--- config.mk ---
export PLATFORM = sky130hd
export DESIGN_NAME = hex_entry_ctrl
export DESIGN_NICKNAME = d
export VERILOG_FILES = /design/src/rtl/hex_entry_pkg.sv /design/src/rtl/scan_hex_decode.sv /design/src/rtl/hex_entry_ctrl.sv
export SDC_FILE = /design/constraint.sdc
export NUM_CORES = 1
export LEC_CHECK = 0
export CAP_MARGIN = 30
export CORE_MARGIN = 2
export CORE_UTILIZATION = 45
export DETAILED_ROUTE_END_ITERATION = 6
export GPL_ROUTABILITY_DRIVEN = 0
export PLACE_DENSITY = 0.71
export SYNTH_ARGS = -nofsm -noshare
export SYNTH_HDL_FRONTEND = slang
export SYNTH_SLANG_ARGS = --single-unit
--- constraint.sdc ---
create_clock -name clk -period 4.7 [get_ports clk]
set_clock_uncertainty 0.15 [all_clocks]
set_input_delay 1.41 -clock clk [delete_from_list [all_inputs] [get_ports clk]]
set_output_delay 1.41 -clock clk [all_outputs]
set_load 0.02 [all_outputs]
--- src/rtl/hex_entry_pkg.sv ---
// Shared constants for the hex entry controller: FSM state encoding and
// the PS/2 scan-code values the controller reacts to.
package hex_entry_pkg;

  localparam logic [1:0] S_MAKE  = 2'd0;
  localparam logic [1:0] S_BREAK = 2'd1;
  localparam logic [1:0] S_EXT   = 2'd2;

  localparam logic [7:0] SC_BREAK = 8'hF0;
  localparam logic [7:0] SC_EXT   = 8'hE0;
  localparam logic [7:0] SC_ENTER = 8'h5A;
  localparam logic [7:0] SC_ESC   = 8'h76;
  localparam logic [7:0] SC_BKSP  = 8'h66;

endpackage

--- src/rtl/scan_hex_decode.sv ---
// Combinational PS/2 set-2 make code to hex nibble decoder.
module scan_hex_decode (
  input  logic [7:0] code,
  output logic [3:0] nibble,
  output logic       is_hex
);

  // Map the sixteen hex key make codes; everything else is not a digit.
  always_comb begin
    nibble = 4'h0;
    is_hex = 1'b1;
    case (code)
      8'h45: nibble = 4'h0;
      8'h16: nibble = 4'h1;
      8'h1E: nibble = 4'h2;
      8'h26: nibble = 4'h3;
      8'h25: nibble = 4'h4;
      8'h2E: nibble = 4'h5;
      8'h36: nibble = 4'h6;
      8'h3D: nibble = 4'h7;
      8'h3E: nibble = 4'h8;
      8'h46: nibble = 4'h9;
      8'h1C: nibble = 4'hA;
      8'h32: nibble = 4'hB;
      8'h21: nibble = 4'hC;
      8'h23: nibble = 4'hD;
      8'h24: nibble = 4'hE;
      8'h2B: nibble = 4'hF;
      default: is_hex = 1'b0;
    endcase
  end

endmodule

--- src/rtl/hex_entry_ctrl.sv ---
// Hex number entry from a PS/2 keyboard byte stream.
// Digits shift in from the right; Enter commits, Esc clears, break and
// extended sequences are filtered out.
// Optional feature macro: HEX_ENTRY_BKSP_EN enables Backspace editing.
//
// state   | meaning
// S_MAKE  | waiting for a make code or a prefix byte
// S_BREAK | F0 seen, next byte is a key release and is dropped
// S_EXT   | E0 seen, next byte belongs to an extended key
module hex_entry_ctrl
  import hex_entry_pkg::*;
#(
  parameter int DIGITS = 4
) (
  input  logic                  clk,
  input  logic                  reset,
  input  logic                  code_valid,
  input  logic [7:0]            code_in,
  output logic [4*DIGITS-1:0]   value_out,
  output logic [4*DIGITS-1:0]   entry_out,
  output logic [3:0]            digit_cnt,
  output logic                  value_valid,
  output logic                  overflow
);

  localparam int W = 4 * DIGITS;

  logic [1:0]   state_q, state_d;
  logic [W-1:0] value_q, value_d;
  logic [W-1:0] entry_q, entry_d;
  logic [3:0]   cnt_q, cnt_d;
  logic         value_valid_q, value_valid_d;
  logic         overflow_q, overflow_d;

  logic [3:0]   nibble;
  logic         is_hex;

  scan_hex_decode u_decode (
    .code   (code_in),
    .nibble (nibble),
    .is_hex (is_hex)
  );

  // Next-state logic; pulses default low so they last a single cycle.
  always_comb begin
    state_d       = state_q;
    value_d       = value_q;
    entry_d       = entry_q;
    cnt_d         = cnt_q;
    value_valid_d = 1'b0;
    overflow_d    = 1'b0;
    if (code_valid) begin
      case (state_q)
        S_MAKE: begin
          if (code_in == SC_BREAK) begin
            state_d = S_BREAK;
          end else if (code_in == SC_EXT) begin
            state_d = S_EXT;
          end else if (is_hex) begin
            if (cnt_q < 4'(DIGITS)) begin
              entry_d = (entry_q << 4) | W'(nibble);
              cnt_d   = cnt_q + 4'd1;
            end else begin
              overflow_d = 1'b1;
            end
          end else if (code_in == SC_ENTER) begin
            value_d       = entry_q;
            entry_d       = '0;
            cnt_d         = 4'd0;
            value_valid_d = 1'b1;
          end else if (code_in == SC_ESC) begin
            entry_d = '0;
            cnt_d   = 4'd0;
          end
`ifdef HEX_ENTRY_BKSP_EN
          else if (code_in == SC_BKSP && cnt_q != 4'd0) begin
            entry_d = entry_q >> 4;
            cnt_d   = cnt_q - 4'd1;
          end
`endif
        end
        S_BREAK: state_d = S_MAKE;
        S_EXT: begin
          // An extended key release is E0 F0 xx; route it through S_BREAK.
          if (code_in == SC_BREAK) state_d = S_BREAK;
          else                     state_d = S_MAKE;
        end
        default: state_d = S_MAKE;
      endcase
    end
  end

  // State registers with asynchronous reset.
  always_ff @(posedge clk or posedge reset) begin
    if (reset) begin
      state_q       <= S_MAKE;
      value_q       <= '0;
      entry_q       <= '0;
      cnt_q         <= 4'd0;
      value_valid_q <= 1'b0;
      overflow_q    <= 1'b0;
    end else begin
      state_q       <= state_d;
      value_q       <= value_d;
      entry_q       <= entry_d;
      cnt_q         <= cnt_d;
      value_valid_q <= value_valid_d;
      overflow_q    <= overflow_d;
    end
  end

  assign value_out   = value_q;
  assign entry_out   = entry_q;
  assign digit_cnt   = cnt_q;
  assign value_valid = value_valid_q;
  assign overflow    = overflow_q;

endmodule

==> results of run 1 <==
cells by family (layout without fill, tap and decap cells):
group | after synthesis | in the layout | share of synthesized area
muxes | 20 | 20 | 0.109
and+or+nand+nor | 83 | 83 | 0.221
AOI/OAI and AO/OA | 39 | 39 | 0.130
adders and majority gates | 1 | 1 | 0.00605
buffers and inverters | 18 | 64 | 0.0460
DFF | 40 | 40 | 0.484
xor gates and xnor gates | 1 | 1 | 0.00424
flip-flops by register name, summed over array words and instances, names as in the netlist:
register     count
entry_out       16
overflow         1
value_valid      1
digit_cnt        4
state_q          2
value_out       16
synth_stat cells (2+ instances only):
master and n:
nor2_1 4, inv_1 6, nand2_1 36, a21oi_1 6, buf_2 7, nand3_1 2
o211ai_1 2, mux2_2 17, nor4_1 3, nor2b_1 4, o21ai_0 5, nand4_1 2
dfrtp_1 40, buf_6 2, a31oi_1 3, nand2b_1 3, nor3_1 5, clkbuf_1 2
nor3b_1 3, and2_1 2, mux2_1 3, o21ai_1 11, nor4b_1 2, o22ai_1 2
nand3b_1 4, or3b_2 3
worst paths after layout:
check	to	cells after the start
min in group asynchronous	state_q[0]$_DFFE_PP0P_	2
setup / recovery	entry_out[0]$_DFFE_PP0P_	7
hold reg to reg	value_out[2]$_DFFE_PP0P_	1
setup reg to reg	value_out[0]$_DFFE_PP0P_	5
hold / removal	value_out[2]$_DFFE_PP0P_	1
max in group asynchronous	entry_out[11]$_DFFE_PP0P_	3
layout by cell type (no fill, tap or decap), drive strengths merged, types with 2 or more instances in the layout:
| master | count |
|---|---|
| nor2 | 4 |
| nand3b | 4 |
| dfrtp | 40 |
| clkbuf | 7 |
| nand3 | 2 |
| inv | 6 |
| nand2 | 36 |
| nor3b | 3 |
| clkdlybuf4s50 | 48 |
| and2 | 2 |
| nand2b | 3 |
| or3b | 4 |
| buf | 3 |
| o211ai | 2 |
| mux2 | 20 |
| a21oi | 6 |
| nand4 | 2 |
| nor4 | 3 |
| nor3 | 6 |
| o22ai | 2 |
| a31oi | 3 |
| nor4b | 2 |
| a211oi | 2 |
| nor2b | 4 |
| o21ai | 16 |
layout make-up:
class / instances / share of cell area
Sequential cell: 40 / 0.376
Multi-Input combinational cell: 144 / 0.365
Timing Repair Buffer: 51 / 0.189
Clock buffer: 7 / 0.0362
Tap cell: 52 / 0.0245
Inverter: 6 / 0.00847
critical path, cell delays in order:
cell and delay (ns):
clkdlybuf4s50_1 0.73, nor3b_1 0.31, nor4b_1 0.17, a211oi_1 0.49
a21boi_0 0.17, o21ai_1 0.31, mux2_2 0.38
power breakdown:
group / internal [mW] / switching [mW] / leakage, nW
registers: 0.367 / 0.0235 / 0.547
logic: 0.0763 / 0.0883 / 0.510
clock network: 0.131 / 0.113 / 0.0503
layer usage:
layer / global-route usage / routed length, um / share of wire / vias up
li1: - / - / - / 817
met1: 0.274 / 2150 / 0.47 / 831
met2: 0.308 / 2080 / 0.46 / 53
met3: 0.0577 / 265 / 0.058 / 7
met4: 0.0587 / 66 / 0.014 / 0
met5: 0 / 0 / 0 / -
==> reports/summary.txt, run 1 <==
Post-route ant nets - 0
Final setup viols - 0
Die area - 0.00515 mm^2
Post-Synthesis Cells - 202
Worst IR Drop VDD - 200 uV
WL final - 4.56 mm
Die width - 71.8 um
Sequential cell area - 0.00100 mm^2
Count of pins over their slew limit - 0
# resized after CTS - 0
Port Buffers - 48
Cts bufs inserted - 5
Critical path capture point type - register
# hold bufs at CTS - 0
Highest clock rate - 0.254 GHz
Post-DP Area - 0.00256 mm^2
I/O pin total - 49
Hold Path Origin - value_out[2]$_DFFE_PP0P_
Seq cells post-synth - 40
Hold Slack - 0.344 ns
Slew margin rel. - 0.445
Sequential-to-total area share from yosys stat - 0.484
Critical path peak fanout - 19
Startpoint types - primary input
Clk sinks - 40
Final Hold Viols - 0
Vias/cell - 5.69
Reg-to-reg startpoint - state_q[0]$_DFFE_PP0P_
Worst Hold Class - reg2reg
Final Cell Area - 0.00266 mm^2
Crit path launch - code_in[2]
Detailed Place HPWL - 3.10 mm
Leak - 1.11 nW
Row Count - 24
Vias - 1708
Outcome - finished, final reports clean
Number of global-route vias before repair - 1585
Skew-Pair Late Insertion Delay - 0.29 ns
Mean Syn Cell Area - 10.2 um^2
Drt initial violations - 106
Yosys cell types - 49
Filler cell count - 378
Share of the synthesized area in the top cell type - 0.484
FF-to-FF setup slack - 2.73 ns
Multi-input gate area - 971 um^2
Diode count - 0
Initial antenna violation count - 0
# DRC - 0
Total Power - 0.799 mW
Power Dens Cells - 300 mW/mm^2
Post-Syn Nets - 214
RSZ-0062 raised after global routing - false
Grt total ovfl - 0
Critical Path RT - 4.73 ns
Main area contributors after synthesis - dfrtp_1 (48%), mux2_2 (9.3%), nand2_1 (6.5%)
Post-synth ARST share - 1.00
Ys flop type - dfrtp_1
Max Cap Violations - 0
Drt pass-1 iters - 4
Top cell type by total area after synthesis - dfrtp_1
Period utilization - 0.839
Nets - 260
Worst Max-Slew Pin Slew - 0.831 ns
Initial core utilization - 0.471
Final core occ - 0.606
Setup bufs post-CTS - 0
Root Driver - clkbuf_8
Gr usage total - 0.199
First-pass GRT wire length - 7.95 mm
Kind of critical path - in2reg
Core Area - 0.00438 mm^2
Die Height - 71.8 um
DP Worst Slack - 0.461 ns
Largest net degree at the start of global routing - 28
Post-route setup slack - 0.756 ns
Clock tree buffer depth - 2
Post-route insts no fill - 300
H-Tree Depth - 2
EDFF count, synth - 0
Wire length per cell - 15.2 um
TritonCTS clock tree - done
Sum Neg Setup Slack - 0 ns
Placed Cells - 293
Share of layout cells above drive strength 1 - 0.137
Clock transition at path regs - 0.07 ns
Synthesized cell area - 0.00207 mm^2
CP Data Arrival Time - 3.97 ns
Synth warn - 0
Area delta synth->final - 28.6%
Fin crit period - 3.94 ns
Note: power is estimated with default switching activity, not from simulation.
==> run 2, diff against run 1 <==
--- a/config.mk
+++ b/config.mk
@@ -10,7 +10,7 @@
 export CORE_UTILIZATION = 45
 export DETAILED_ROUTE_END_ITERATION = 6
 export GPL_ROUTABILITY_DRIVEN = 0
-export PLACE_DENSITY = 0.71
+export PLACE_DENSITY = 0.74
 export SYNTH_ARGS = -nofsm -noshare
 export SYNTH_HDL_FRONTEND = slang
 export SYNTH_SLANG_ARGS = --single-unit
==> constraint.sdc (replaced) <==
create_clock -name clk -period 3.5 [get_ports clk]
set_clock_uncertainty 0.15 [all_clocks]
set_input_delay 1.05 -clock clk [delete_from_list [all_inputs] [get_ports clk]]
set_output_delay 1.05 -clock clk [all_outputs]
set_load 0.02 [all_outputs]
==> run 2 against run 1 <==
  * Global-route usage decreased by 0.31 points
  * Clock-buffer cell count decreased by 1
  * Sequential share of layout area decreased by 2.4 points
  * Final cell count increased by 7.3%
  * Worst hold slack improved by 0.00085 ns
  * First-iteration DRC count decreased by 27%
  * Combinational power increased by 44%
  * Cell area increased by 6.9%
  * Wire length increased by 0.88%
  * Sequential cell count unchanged
  * Critical path type unchanged
==> reports/summary.txt, run 2 (same netlist as run 1, synthesis figures left out) <==
Outcome - finished, final reports clean (unchanged)
Diode count - 0 (unchanged)
Clock transition at path regs - 0.07 ns (about the same)
First-pass GRT wire length - 7.96 mm (was 7.95 mm)
Number of global-route vias before repair - 1662 (was 1585)
I/O pin total - 49 (unchanged)
Initial antenna violation count - 0 (unchanged)
WL final - 4.60 mm (was 4.56 mm)
Clock tree buffer depth - 2 (unchanged)
Total Power - 1.04 mW (was 0.799 mW)
Area delta synth->final - 37.5% (was 28.6%)
DP Worst Slack - -0.0838 ns (was 0.461 ns)
# DRC - 0 (unchanged)
Detailed Place HPWL - 3.34 mm (was 3.10 mm)
Critical Path RT - 3.52 ns (was 4.73 ns)
Gr usage total - 0.196 (was 0.199)
FF-to-FF setup slack - 1.64 ns (was 2.73 ns)
Post-route ant nets - 0 (unchanged)
Slew margin rel. - 0.674 (was 0.445)
H-Tree Depth - 2 (unchanged)
Row Count - 24 (unchanged)
Nets - 282 (was 260)
Core Area - 0.00438 mm^2 (unchanged)
Die area - 0.00515 mm^2 (unchanged)
Wire length per cell - 14.3 um (was 15.2 um)
Die width - 71.8 um (unchanged)
Most frequent cells in the layout - clkdlybuf4s50_1 (48), dfrtp_1 (40), nand2_1 (36) (unchanged)
Final setup viols - 0 (unchanged)
Commonest non-fill, non-tap cell in the layout - clkdlybuf4s50_1 (unchanged)
Drt initial violations - 77 (was 106)
Port Buffers - 48 (unchanged)
Count of pins over their slew limit - 0 (unchanged)
Vias - 1778 (was 1708)
Crit path launch - code_in[2] (unchanged)
CP Data Arrival Time - 3.35 ns (was 3.97 ns)
End point of the critical path - entry_out[2]$_DFFE_PP0P_ (was entry_out[0]$_DFFE_PP0P_)
Leak - 1.21 nW (was 1.11 nW)
Cts bufs inserted - 5 (unchanged)
Power Dens Cells - 366 mW/mm^2 (was 300 mW/mm^2)
Vias/cell - 5.52 (was 5.69)
Filler cell count - 350 (was 378)
Reg-to-reg startpoint - state_q[0]$_DFFE_PP0P_ (unchanged)
Worst IR Drop VDD - 330 uV (was 200 uV)
Drt pass-1 iters - 4 (unchanged)
Kind of critical path - in2reg (unchanged)
TritonCTS clock tree - done (unchanged)
Critical path peak fanout - 12 (was 19)
Worst Max-Slew Pin Slew - 0.489 ns (was 0.831 ns)
Post-route setup slack - 0.175 ns (was 0.756 ns)
Largest net degree at the start of global routing - 41 (was 28)
Highest clock rate - 0.301 GHz
Root Driver - clkbuf_8 (unchanged)
Critical path capture point type - register (unchanged)
Grt total ovfl - 0 (unchanged)
# hold bufs at CTS - 0 (unchanged)
Period utilization - 0.950
Startpoint types - primary input (unchanged)
Final Hold Viols - 0 (unchanged)
Worst reg2reg path depth - 5 (unchanged)
Max Cap Violations - 0 (unchanged)
Fin crit period - 3.33 ns
Worst Hold Class - reg2reg (unchanged)
Setup bufs post-CTS - 0 (unchanged)
# resized after CTS - 0 (unchanged)
RSZ-0062 raised after global routing - false (unchanged)
Share of layout cells above drive strength 1 - 0.204 (was 0.137)
Initial core utilization - 0.471 (unchanged)
Clk sinks - 40 (unchanged)
Skew-Pair Late Insertion Delay - 0.29 ns (about the same)
FF-to-FF End - value_out[7]$_DFFE_PP0P_ (was value_out[0]$_DFFE_PP0P_)
Die Height - 71.8 um (unchanged)
run 2: report_power, final:
part | internal, mW | total [mW] | switching [mW]
sequential | 0.493 | 0.525 | 0.0320
clock | 0.135 | 0.280 | 0.145
combinational | 0.116 | 0.237 | 0.120
run 2: worst min path at each step:
stage | from | endpoint | depth (start not counted)
floorplan | state_q[1]$_DFFE_PP0P_ | state_q[1]$_DFFE_PP0P_ | 2
finish | value_out[2]$_DFFE_PP0P_ | value_out[2]$_DFFE_PP0P_ | 1
detailed placement | value_out[2]$_DFFE_PP0P_ | value_out[2]$_DFFE_PP0P_ | 1
global placement | value_out[13]$_DFFE_PP0P_ | value_out[13]$_DFFE_PP0P_ | 1
global route | value_out[13]$_DFFE_PP0P_ | value_out[13]$_DFFE_PP0P_ | 1
CTS | value_out[12]$_DFFE_PP0P_ | value_out[12]$_DFFE_PP0P_ | 1
run 2: metrics by stage:
step           instances  area [um^2]  TNS [ns]  hold WS (ns)   util
4_1_cts              322         2840         0         0.346  0.648
5_1_grt              322         2840         0         0.365  0.648
3_3_place_gp         315         2770         0         0.317  0.631
6_report             322         2840         0         0.345  0.648
2_1_floorplan        202         2070         0         0.350      -
3_5_place_dp         315         2770    -0.234         0.328  0.631
run 2: worst max-delay path, stage by stage:
cell	delay [ns]
clkdlybuf4s50_1	0.55
buf_4	0.24
nand2_1	0.07
o221ai_1	0.12
a221oi_2	0.43
a21boi_0	0.15
o21ai_1	0.35
mux2_2	0.38
run 2: area by class of cell:
type | instances | area, um^2 | share of cell area
clock buffer | 6 | 72.6 | 0.0255
tap | 52 | 65.1 | 0.0229
sequential | 40 | 1000 | 0.352
timing repair buffer | 73 | 706 | 0.248
clock inverter | 1 | 5.00 | 0.00176
multi-input combinational | 144 | 971 | 0.342
inverter | 6 | 22.5 | 0.00792
run 2: layer usage:
metal / GRT usage / wire length, um / vias up
li1: - / - / 865
met1: 0.271 / 2160 / 855
met2: 0.309 / 2140 / 49
met3: 0.0394 / 215 / 9
met4: 0.0692 / 87 / 0
met5: 0 / 0 / -
